**config.mk**
```make
export PLATFORM = sky130hd
export DESIGN_NAME = kypd_column_scanner_flat
export DESIGN_NICKNAME = d
export VERILOG_FILES = /design/src/rtl/kypd_column_scanner_if.sv /design/src/rtl/kypd_column_scanner.sv /design/src/flat_wrapper.sv
export SDC_FILE = /design/constraint.sdc
export NUM_CORES = 1
export LEC_CHECK = 0
export BUFFER_PORTS_ARGS = -buffer_cell sky130_fd_sc_hd__buf_2
export CAP_MARGIN = 20
export CORE_AREA = 2 2 54 56
export DETAILED_ROUTE_END_ITERATION = 8
export DIE_AREA = 0 0 56 58
export HOLD_SLACK_MARGIN = 0.15
export MAX_ROUTING_LAYER = met4
export PLACE_DENSITY = 0.57
export SETUP_SLACK_MARGIN = 0.15
export SYNTH_ARGS = -nofsm -noshare
export SYNTH_HDL_FRONTEND = slang
export SYNTH_SLANG_ARGS = --single-unit
```
**constraint.sdc**
```tcl
create_clock -name clk_i -period 1.78 [get_ports clk_i]
set_input_delay 0.089 -clock clk_i [delete_from_list [all_inputs] [get_ports clk_i]]
set_output_delay 0.089 -clock clk_i [all_outputs]
set_load 0.01 [all_outputs]
```
**src/rtl/kypd_column_scanner_if.sv**
```systemverilog
// Key handshake between the KYPD column scanner (master) and its consumer (slave).
// A key code transfers on any cycle where key_valid and key_ready are both high.
interface kypd_column_scanner_if;
  logic       key_valid;
  logic [3:0] key_code;
  logic       key_ready;

  modport master (
    output key_valid,
    output key_code,
    input  key_ready
  );

  modport slave (
    input  key_valid,
    input  key_code,
    output key_ready
  );
endinterface

```
**src/rtl/kypd_column_scanner.sv**
```systemverilog
// Digilent KYPD 4x4 column scanner: drives one column low at a time, samples the rows,
// reports each press once as a hex legend code, and holds the column until release.
module kypd_column_scanner #(
  parameter real ClockFrequencyInMHz  = 100.0,
  parameter real SettleTimeInMicroSec = 1.0
) (
  input  logic                         clk_i,
  input  logic                         reset_i,
  input  logic [3:0]                   row_i,
  output logic [3:0]                   col_o,
  kypd_column_scanner_if.master        key_if
);

  localparam int unsigned SettleCntMod = $rtoi(ClockFrequencyInMHz * SettleTimeInMicroSec + 0.5);
  localparam int unsigned CntW         = $clog2(SettleCntMod + 1);
  localparam logic [CntW-1:0] CntLast  = CntW'(SettleCntMod - 1);

  typedef enum logic [1:0] {
    DRIVE,
    SAMPLE,
    REPORT,
    WAIT_RELEASE
  } state_e;

  state_e          state_q, state_d;
  logic [CntW-1:0] cnt_q, cnt_d;
  logic [1:0]      col_idx_q, col_idx_d;
  logic [3:0]      col_q, col_d;
  logic            key_valid_q, key_valid_d;
  logic [3:0]      key_code_q, key_code_d;

  logic            cnt_last;
  logic            rows_idle;
  logic [1:0]      row_sel;

  // Printed legend of the KYPD, indexed by {row, column}.
  function automatic logic [3:0] key_map(input logic [1:0] r, input logic [1:0] c);
    logic [3:0] code;
    code = 4'h0;
    case ({r, c})
      4'h0: code = 4'h1;
      4'h1: code = 4'h2;
      4'h2: code = 4'h3;
      4'h3: code = 4'hA;
      4'h4: code = 4'h4;
      4'h5: code = 4'h5;
      4'h6: code = 4'h6;
      4'h7: code = 4'hB;
      4'h8: code = 4'h7;
      4'h9: code = 4'h8;
      4'hA: code = 4'h9;
      4'hB: code = 4'hC;
      4'hC: code = 4'h0;
      4'hD: code = 4'hF;
      4'hE: code = 4'hE;
      4'hF: code = 4'hD;
      default: code = 4'h0;
    endcase
    return code;
  endfunction

  assign cnt_last  = (cnt_q == CntLast);
  assign rows_idle = (row_i == 4'hF);

  // Lowest-indexed active (low) row wins when several keys share the column.
  always_comb begin
    row_sel = 2'd3;
    if      (!row_i[0]) row_sel = 2'd0;
    else if (!row_i[1]) row_sel = 2'd1;
    else if (!row_i[2]) row_sel = 2'd2;
  end

  // NOTE: every *_d gets a default of its *_q first, so no path through the case
  // leaves a combinational output unassigned and no latch is inferred.
  always_comb begin
    state_d     = state_q;
    cnt_d       = cnt_q;
    col_idx_d   = col_idx_q;
    col_d       = col_q;
    key_valid_d = key_valid_q;
    key_code_d  = key_code_q;

    case (state_q)
      DRIVE: begin
        if (cnt_last) begin
          cnt_d   = '0;
          state_d = SAMPLE;
        end else begin
          cnt_d = cnt_q + CntW'(1);
        end
      end

      SAMPLE: begin
        if (rows_idle) begin
          col_idx_d = col_idx_q + 2'd1;
          col_d     = {col_q[2:0], col_q[3]};
          state_d   = DRIVE;
        end else begin
          key_code_d  = key_map(row_sel, col_idx_q);
          key_valid_d = 1'b1;
          state_d     = REPORT;
        end
      end

      REPORT: begin
        if (key_if.key_ready) begin
          key_valid_d = 1'b0;
          cnt_d       = '0;
          state_d     = WAIT_RELEASE;
        end
      end

      WAIT_RELEASE: begin
        // Any bounce back to a pressed row restarts the release window.
        if (!rows_idle) begin
          cnt_d = '0;
        end else if (cnt_last) begin
          cnt_d     = '0;
          col_idx_d = col_idx_q + 2'd1;
          col_d     = {col_q[2:0], col_q[3]};
          state_d   = DRIVE;
        end else begin
          cnt_d = cnt_q + CntW'(1);
        end
      end

      default: state_d = DRIVE;
    endcase
  end

  // NOTE: state is updated with non-blocking assignments so every flop samples
  // the pre-edge values regardless of statement order.
  always_ff @(posedge clk_i) begin
    if (reset_i) begin
      state_q     <= DRIVE;
      cnt_q       <= '0;
      col_idx_q   <= 2'd0;
      col_q       <= 4'b1110;
      key_valid_q <= 1'b0;
      key_code_q  <= 4'h0;
    end else begin
      state_q     <= state_d;
      cnt_q       <= cnt_d;
      col_idx_q   <= col_idx_d;
      col_q       <= col_d;
      key_valid_q <= key_valid_d;
      key_code_q  <= key_code_d;
    end
  end

  assign col_o            = col_q;
  assign key_if.key_valid = key_valid_q;
  assign key_if.key_code  = key_code_q;

endmodule

```
**src/flat_wrapper.sv**
```systemverilog
// flat-port wrapper written by rule: the top's interface ports become plain ports
module kypd_column_scanner_flat 
#(
  parameter real ClockFrequencyInMHz  = 100.0,
  parameter real SettleTimeInMicroSec = 1.0
)
  (clk_i, reset_i, row_i, col_o, key_if_key_valid, key_if_key_code, key_if_key_ready);
  kypd_column_scanner_if key_if_i ();
  input  logic clk_i;
  input  logic reset_i;
  input  logic [3:0] row_i;
  output logic [3:0] col_o;
  output wire logic [$bits(key_if_i.key_valid)-1:0] key_if_key_valid;
  output wire logic [$bits(key_if_i.key_code)-1:0] key_if_key_code;
  input wire logic [$bits(key_if_i.key_ready)-1:0] key_if_key_ready;
  assign key_if_key_valid = key_if_i.key_valid;
  assign key_if_key_code = key_if_i.key_code;
  assign key_if_i.key_ready = key_if_key_ready;
  kypd_column_scanner #(.ClockFrequencyInMHz(ClockFrequencyInMHz), .SettleTimeInMicroSec(SettleTimeInMicroSec)) u_core (.clk_i(clk_i), .reset_i(reset_i), .row_i(row_i), .col_o(col_o), .key_if(key_if_i));
endmodule
```
==> results.sh, run 1 <==
export IMPL_status="finished clean"
export IMPL_rows=19
export IMPL_slowest_delay_ns=0.37
export IMPL_fin_ws_ns=0.1211
export IMPL_cp_end_kind="register"
export IMPL_setup_tns_ns=0
export IMPL_gpl_final_weighted_congestion=0.7897
export IMPL_crit_buf_inv=0
export IMPL_busiest_layer="met2"
export IMPL_core_area_um2=2663
export IMPL_layout_common_cells="nor2_1, dfxtp_1, buf_2"
export IMPL_drv_cap=0
export IMPL_gr_usage_all_layers=0.1453
export IMPL_clkSlewWorstSetupHoldPaths_ns=0.10
export IMPL_ys_warn_count=0
export IMPL_setup_viol=0
export IMPL_maxSlewViolCount=0
export IMPL_fin_area_um2=1260
export IMPL_peakVddDrop_uv=334.4
export IMPL_powerDensity_nw_per_um2=590.6
export IMPL_num_vias=889
export IMPL_tightestPinTransition_ns=0.3649
export IMPL_static_leakage_power_uw=0.0005531
export IMPL_rsz0062_at_grt="yes"
export IMPL_place_area_um2=1165
export IMPL_synth_top_area_share=0.3936
export IMPL_grt_use_met3=0.03348
export IMPL_slowest_stage="dfxtp_2"
export IMPL_die_height_um=58
export IMPL_cp_arrival_ns=1.86
export IMPL_syn_num_nets=127
export IMPL_grt_use_met1=0.1692
export IMPL_cts_tree="done"
export IMPL_synthToLayoutAreaGrowth_pct=23.86
export IMPL_grt_pass1_wl_um=3512
export IMPL_synth_area_leaders="dfxtp_1, mux2i_1, nor2_1"
export IMPL_die_x_um=56
export IMPL_fmax_ghz=0.6028
export IMPL_totalWireLength_um=2008
export IMPL_drc_errors=0
export IMPL_clock_latency_ns=0.30
export IMPL_antenna_left=0
export IMPL_fin_hold_ws_ns=0.1846
export IMPL_period_minus_slack_ns=1.659
export IMPL_relSlewSlack=0.7542
export IMPL_cpLargestDelayFamily="simple AND/OR/NAND/NOR gates"
export IMPL_post_synth_top_area_cell="dfxtp_1"
export IMPL_ios=16
export IMPL_cts_root_buf="clkbuf_4"
export IMPL_fp_dieArea_um2=3248
export IMPL_synthDistinctLibCells=29
export IMPL_crit_type="register to register"
export IMPL_crit_chain="ha_4 > nand4b_4 > or3_4 > a211oi_4 > mux2_4"
export IMPL_synth_cell_area_um2=1017
export IMPL_grt_antenna_before_repair=0
export IMPL_synth_seq_cells=20
export IMPL_crit_fanout=3
export IMPL_start_util=0.3820
export IMPL_antennaDiodeCount=0
export IMPL_cp_required_ns=1.98
export IMPL_fin_skew_ns=0.004226
export IMPL_synthesis_instances=116
export IMPL_drt_iter0_drc=19
export IMPL_hold_viol_final=0
export IMPL_ctsHtreeMaxLevel=1
export IMPL_fin_crit_sh=0.9320
export IMPL_avgSynthCellArea_um2=8.769
export IMPL_io_buffers=15
export IMPL_wire_per_inst_um=11.54
export IMPL_clock_sinks=20
export IMPL_cp_start_kind="register"
export IMPL_dp_hpwl_um=1459
export IMPL_overflow=0
export IMPL_firstDrtPassIters=4
export IMPL_ys_seq_area_frac=0.3936
export IMPL_hold_class="input port to register"
export IMPL_clk_path_buf_depth=2
export IMPL_grt_pass1_vias=831
export IMPL_vias_per_cell=5.109
export IMPL_cts_buffers=3
export IMPL_grt_max_degree=16
export IMPL_grt_util_met2=0.2269
export IMPL_place_ws_ns=0.06849
export IMPL_fin_nets=156
export IMPL_drive_gt1_frac=0.2797
-- metal layers --
| layer | vias to the layer above | share of wire |
|---|---|---|
| met5 | - | 0 |
| met2 | 15 | 0.44 |
| met4 | 0 | 0.026 |
| met3 | 4 | 0.039 |
| li1 | 458 | - |
| met1 | 412 | 0.49 |
-- power by group --
part	switching, µW	internal [µW]	total (µW)	leakage (µW)
combinational	33.5	38.1	71.6	0.000376
clock	131	79.0	210	0.0000138
sequential	7.24	455	462	0.000163
-- Yosys cell counts, drive strengths merged --
library cell	n
nand3	3
or3b	1
mux2i	7
clkbuf	3
nand4	6
ha	4
nand2	12
and4	1
or3	1
nand2b	3
xor2	6
nor2b	1
o21ai	2
inv	4
and2	2
a21oi	9
mux2	2
and3	3
nor3	3
a211oi	3
a31oi	1
nand4b	1
o22ai	1
nor2	17
dfxtp	20
-- registers in the layout, indices dropped and copies added (netlist names), named ones only --
signal / count
u_core.col_idx_q: 2
u_core.state_q: 1
u_core.col_o: 4
u_core.cnt_q: 7
u_core.key_if.key_valid: 1
u_core.key_if.key_code: 4
-- metrics by stage --
stage / total power, µW / util / cells
finish: 744.1 / 0.4732 / 174
global placement: 526.9 / 0.4375 / 163
detailed placement: 528.4 / 0.4375 / 163
floorplan: 506.1 / - / 116
CTS: 750.6 / 0.4671 / 172
global route: 786.1 / 0.4732 / 174
-- final cells by class --
class | instances | area (µm²)
clock buffers | 3 | 22.52
repair buffers | 27 | 176.4
well taps | 31 | 38.79
fillers | 288 | 1403
flip-flops and latches | 20 | 404.1
multi-input cells | 89 | 603.1
inverters | 4 | 15.01
-- kinds of logic after synthesis --
kind of cell / count (synthesis) / share of synthesized area
simple gates: 54 / 0.2841
flops: 20 / 0.3936
compound gates: 16 / 0.1009
mux: 9 / 0.09471
buf+inv: 7 / 0.02583
xor+xnor: 6 / 0.05166
fa+ha+maj: 4 / 0.04920
-- path summary, 6_finish.rpt --
path,depth (start not counted),startpoint,slack (ns),to
hold / removal,4,row_i[1],0.18,u_core.key_if.key_code[2]
hold reg to reg,2,u_core.key_if.key_code[0],0.45,u_core.key_if.key_code[0]
setup reg to reg,5,u_core.cnt_q[0],0.12,u_core.col_idx_q[0]
setup / recovery,5,u_core.cnt_q[0],0.12,u_core.col_idx_q[0]
-- worst register-to-register path: cells and delay by family, from the launching register on --
family | cells | cell delay [ns]
simple gates | 2 | 0.44
flops | 1 | 0.37
mux | 1 | 0.32
compound gates | 1 | 0.28
fa+ha+maj | 1 | 0.15
-- what timing repair did --
item,in CTS,in global routing
hold endpoints to repair,5,0
setup buffers,3,2
hold buffers,3,0
endpoints found under the setup margin,5,13
pin swaps,2,1
gates resized for setup,1,1
(Power assumes the default switching activity.)
==> inputs of run 2 (changes only) <==
GPL_ROUTABILITY_DRIVEN = 0   (was unset)
PLACE_DENSITY = 0.69   (was 0.57)
==> run 2 against run 1 <==
Net effect:
- non-clock buffer count down 1
- die area unchanged
- first-iteration DRC count down 53%
- global-route usage up 0.077 points
- sequential cell count unchanged
==> results.sh, run 2 (synthesis results as in run 1) <==
export IMPL_status="finished clean"
export IMPL_grt_antenna_before_repair=0
export IMPL_synthToLayoutAreaGrowth_pct=23.12
export IMPL_regArea_um2=404.1
export IMPL_largest_reg_flops=7
export IMPL_dp_cells=162
export IMPL_die_x_um=56
export IMPL_routed_wl_met3_um=40
export IMPL_nFillCells=264
export IMPL_overflow=0
export IMPL_fp_dieArea_um2=3248
export IMPL_rows=19
export IMPL_maxSlewViolCount=0
export IMPL_core_area_um2=2663
export IMPL_setup_viol=0
export IMPL_tightestPinTransition_ns=0.3544
export IMPL_fin_skew_ns=0.001352
export IMPL_vias_per_cell=5.087
export IMPL_dp_hpwl_um=1467
export IMPL_top_layer="met4"
export IMPL_clkSlewWorstSetupHoldPaths_ns=0.11
export IMPL_layout_common_cells="nor2_1, dfxtp_1, buf_2"
export IMPL_firstDrtPassIters=4
export IMPL_clock_latency_ns=0.30
export IMPL_multi_input_area_um2=603.1
export IMPL_fin_area_um2=1252
export IMPL_final_core_util=0.4704
export IMPL_cp_start_kind="register"
export IMPL_grt_pass1_wl_um=3719
export IMPL_drive_gt1_frac=0.2746
export IMPL_powerDensity_nw_per_um2=598.3
export IMPL_crit_fanout=2
export IMPL_io_buffers=15
export IMPL_place_ws_ns=0.09646
export IMPL_start_util=0.3820
export IMPL_antennaDiodeCount=0
export IMPL_grt_pass1_vias=862
export IMPL_setup_tns_ns=0
export IMPL_peakVddDrop_uv=467.8
export IMPL_crit_type="register to register"
export IMPL_cp_end_kind="register"
export IMPL_antenna_left=0
export IMPL_num_vias=880
export IMPL_fin_nets=155
export IMPL_static_leakage_power_uw=0.0005467
export IMPL_cts_root_buf="clkbuf_4"
export IMPL_relSlewSlack=0.7612
export IMPL_gr_usage_all_layers=0.1461
export IMPL_hold_class="input port to register"
export IMPL_ios=16
export IMPL_cts_buffers=3
export IMPL_cts_tree="done"
export IMPL_die_height_um=58
export IMPL_fin_crit_sh=0.9360
export IMPL_top_register="u_core.cnt_q"
export IMPL_ctsHtreeMaxLevel=1
export IMPL_fin_ws_ns=0.1139
export IMPL_dr_wl_met2_um=1085
export IMPL_grt_max_degree=16
export IMPL_totalWireLength_um=2145
export IMPL_clock_sinks=20
export IMPL_cp_required_ns=1.97
export IMPL_hold_viol_final=0
export IMPL_drt_iter0_drc=9
export IMPL_wire_per_inst_um=12.40
export IMPL_clk_path_buf_depth=2
export IMPL_drc_errors=0
export IMPL_stdcell_count=173
export IMPL_cp_arrival_ns=1.86
export IMPL_rsz0062_at_grt="yes"
export IMPL_drv_cap=0
export IMPL_period_minus_slack_ns=1.666
export IMPL_fmax_ghz=0.6002
export IMPL_place_area_um2=1157
export IMPL_met1_length_um=1004
run 2: through the flow:
step           hold WS, ns  total power [µW]
2_1_floorplan       0.2365             506.1
3_3_place_gp        0.4128             527.3
3_5_place_dp        0.4167             528.3
4_1_cts             0.1935             748.6
5_1_grt             0.2280             775.1
6_report            0.2027             749.4
run 2: path summary, 6_finish.rpt:
path | from | endpoint | slack (ns) | cells after the start
setup / recovery | u_core.cnt_q[1] | u_core.col_idx_q[0] | 0.11 | 5
hold / removal | row_i[1] | u_core.key_if.key_code[2] | 0.20 | 4
setup reg to reg | u_core.cnt_q[1] | u_core.col_idx_q[0] | 0.11 | 5
hold reg to reg | u_core.key_if.key_valid | u_core.key_if.key_valid | 0.47 | 2
run 2: critical path, stage by stage, from the launching register on:
cell and delay, ns:
dfxtp_2 0.37, ha_4 0.15, nand4b_4 0.09, or3_4 0.36, a211oi_4 0.27, mux2_4 0.32
run 2: metal layers:
metal,vias up,global-route usage
met5,-,-
met2,11,0.2571
met3,4,0.02009
li1,458,-
met1,407,0.1702
met4,0,0.05442
run 2: area by class of cell:
class | count | area share
clock buffer | 3 | 0.01798
sequential | 20 | 0.3227
timing repair buffer | 26 | 0.1349
multi-input combinational | 89 | 0.4815
tap | 31 | 0.03097
inverter | 4 | 0.01199
run 2: repair_timing:
action | CTS | global route
hold buffers | 3 | 0
gates cloned | 0 | 0
gates resized for setup | 1 | 1
endpoints found under the hold margin | 5 | 0
setup buffers | 3 | 2
setup endpoints to repair | 6 | 15
run 2: report_power, final:
group	switching (µW)	internal (µW)	leakage (µW)	total (µW)
combinational	35.3	37.5	0.000370	72.9
sequential	8.03	455	0.000163	463
clock	135	78.8	0.0000138	214
total	178	571	0.000547	749
==> inputs of run 3 (changes only) <==
CTS_CLUSTER_SIZE = 28   (was unset)
GPL_TIMING_DRIVEN = 0   (was unset)
RECOVER_POWER = 50   (was unset)
==> run 3 against run 2 <==
Net effect:
- first-iteration DRC count rose by 130%
- critical endpoint unchanged
- count of clock-buffer cells in the layout is the same
- register-to-register slack lost 0.05 ns
- final area is 2.2% lower
- cell count shrank 1.2%
- core utilization shrank 1.0 points
- clock skew rose by 0.0039 ns
- critical path depth unchanged
- worst hold slack worse by 0.044 ns
- die area unchanged
- sequential cell count stayed put
==> results.sh, run 3 (synthesis results as in run 1) <==
export IMPL_overflow=0
export IMPL_final_common_cell="nor2_1"
export IMPL_maxSlewViolCount=0
export IMPL_hold_class="input port to register"
export IMPL_nFillCells=277
export IMPL_grt_pass1_vias=895
export IMPL_dp_hpwl_um=1569
export IMPL_io_buffers=15
export IMPL_clock_sinks=20
export IMPL_grt_antenna_before_repair=0
export IMPL_cts_root_buf="clkbuf_4"
export IMPL_period_minus_slack_ns=1.719
export IMPL_die_height_um=58
export IMPL_ios=16
export IMPL_ctsHtreeMaxLevel=1
export IMPL_drt_iter0_drc=21
export IMPL_r2r_start="u_core.cnt_q[1]"
export IMPL_ff2ff_setup_slack_ns=0.06
export IMPL_rsz0062_at_grt="yes"
export IMPL_cts_buffers=3
export IMPL_crit_type="register to register"
export IMPL_die_x_um=56
export IMPL_cp_required_ns=1.97
export IMPL_multi_input_area_um2=613.1
export IMPL_num_vias=894
export IMPL_fin_area_um2=1225
export IMPL_tightestPinTransition_ns=0.4522
export IMPL_worst_hold_path_endpoint="u_core.col_o[1]"
export IMPL_drive_gt1_frac=0.2143
export IMPL_cp_end_kind="register"
export IMPL_clock_latency_ns=0.30
export IMPL_drv_cap=0
export IMPL_relSlewSlack=0.6985
export IMPL_cp_start_kind="register"
export IMPL_worstRegToRegCells=5
export IMPL_status="finished clean"
export IMPL_synthToLayoutAreaGrowth_pct=20.42
export IMPL_antennaDiodeCount=0
export IMPL_core_area_um2=2663
export IMPL_setup_viol=0
export IMPL_hold_viol_final=0
export IMPL_drc_errors=0
export IMPL_totalWireLength_um=2123
export IMPL_fin_crit_sh=0.9655
export IMPL_wire_per_inst_um=12.42
export IMPL_holdPathStages=3
export IMPL_stdcell_count=171
export IMPL_rows=19
export IMPL_hold_start="reset_i"
export IMPL_fin_nets=153
export IMPL_gr_usage_all_layers=0.1474
export IMPL_antenna_left=0
export IMPL_cts_tree="done"
export IMPL_fmax_ghz=0.5819
export IMPL_dp_cells=162
export IMPL_clkSlewWorstSetupHoldPaths_ns=0.11
export IMPL_fin_skew_ns=0.005272
export IMPL_top_register="u_core.cnt_q"
export IMPL_finalPower_uw=737.7
export IMPL_place_area_um2=1146
export IMPL_crit_chain="ha_4 > nand4b_4 > or3_4 > a211oi_4 > mux2_4"
export IMPL_peakVddDrop_uv=349.9
export IMPL_slowest_delay_ns=0.37
export IMPL_layout_common_cells="nor2_1, dfxtp_1, nand2_1"
export IMPL_start_util=0.3820
export IMPL_static_leakage_power_uw=0.0005002
export IMPL_grt_max_degree=11
export IMPL_cp_arrival_ns=1.91
export IMPL_largest_reg_flops=7
export IMPL_regArea_um2=405.4
export IMPL_clk_path_buf_depth=2
export IMPL_powerDensity_nw_per_um2=602.2
export IMPL_vias_per_cell=5.228
export IMPL_r2r_end="u_core.col_idx_q[0]"
export IMPL_fp_dieArea_um2=3248
export IMPL_grt_pass1_wl_um=3836
export IMPL_slowest_stage="dfxtp_2"
export IMPL_firstDrtPassIters=4
export IMPL_crit_fanout=3
run 3: cell types whose count changed in the layout (fill, tap and decap cells not counted), sizes merged:
cell and change:
buf -13, clkbuf +12, dlygate4sd3 -1
run 3: report_power, final:
group	switching (µW)	internal, µW	leakage [µW]
Clock	133	78.8	0.0000138
Combinational	32.4	31.0	0.000323
Sequential	8.09	455	0.000163
run 3: routing by layer:
layer | global-route usage | vias up | part of all wire
met5 | - | - | 0
met1 | 0.1727 | 416 | 0.46
met2 | 0.2655 | 20 | 0.51
li1 | - | 456 | -
met3 | 0.02009 | 2 | 0.026
met4 | 0.04082 | 0 | 0.0038
run 3: how the worst max path moves through the flow:
stage / startpoint / endpoint / slack [ns] / depth (start not counted)
after floorplan: u_core.cnt_q[1] / u_core.col_idx_q[0] / 0.02 / 5
after global placement: u_core.cnt_q[0] / u_core.col_idx_q[0] / -0.05 / 5
after detailed placement: u_core.cnt_q[1] / u_core.col_idx_q[0] / -0.10 / 5
after CTS: u_core.cnt_q[1] / u_core.col_idx_q[0] / 0.03 / 5
after global routing: u_core.cnt_q[1] / u_core.col_o[1] / 0.009 / 6
final: u_core.cnt_q[1] / u_core.col_idx_q[0] / 0.06 / 5
run 3: area by class of cell:
class | instances | share of cell area
multi-input combinational | 89 | 0.5005
sequential | 20 | 0.3310
timing repair buffer | 21 | 0.09602
tap | 31 | 0.03167
clock buffer | 3 | 0.01839
inverter | 4 | 0.01226
buffer | 3 | 0.01021
run 3: through the flow:
step           utilization   TNS, ns  setup slack [ns]  hold slack (ns)
3_3_place_gp        0.4305  -0.05449          -0.05449           0.4089
6_report            0.4601         0           0.06141           0.1586
4_1_cts             0.4586         0           0.03190           0.1517
3_5_place_dp        0.4305   -0.1032           -0.1032           0.4200
5_1_grt             0.4601         0          0.009009           0.1797
2_1_floorplan            -         0           0.02285           0.2365
run 3: critical path, delay by kind of cell, from the launching register on:
kind | cells | cell delay, ns
and+or+nand+nor | 2 | 0.46
DFF | 1 | 0.37
adders and majority gates | 1 | 0.16
AOI/OAI and AO/OA | 1 | 0.29
muxes | 1 | 0.32
run 3: timing repair:
| item | 4_1_cts | 5_1_grt |
|---|---|---|
| hold buffers | 2 | 0 |
| pin swaps | 1 | 1 |
| setup endpoints to repair | 12 | 18 |
| setup buffers | 3 | 1 |
| hold endpoints to repair | 2 | 0 |
| gates resized for setup | 2 | 5 |
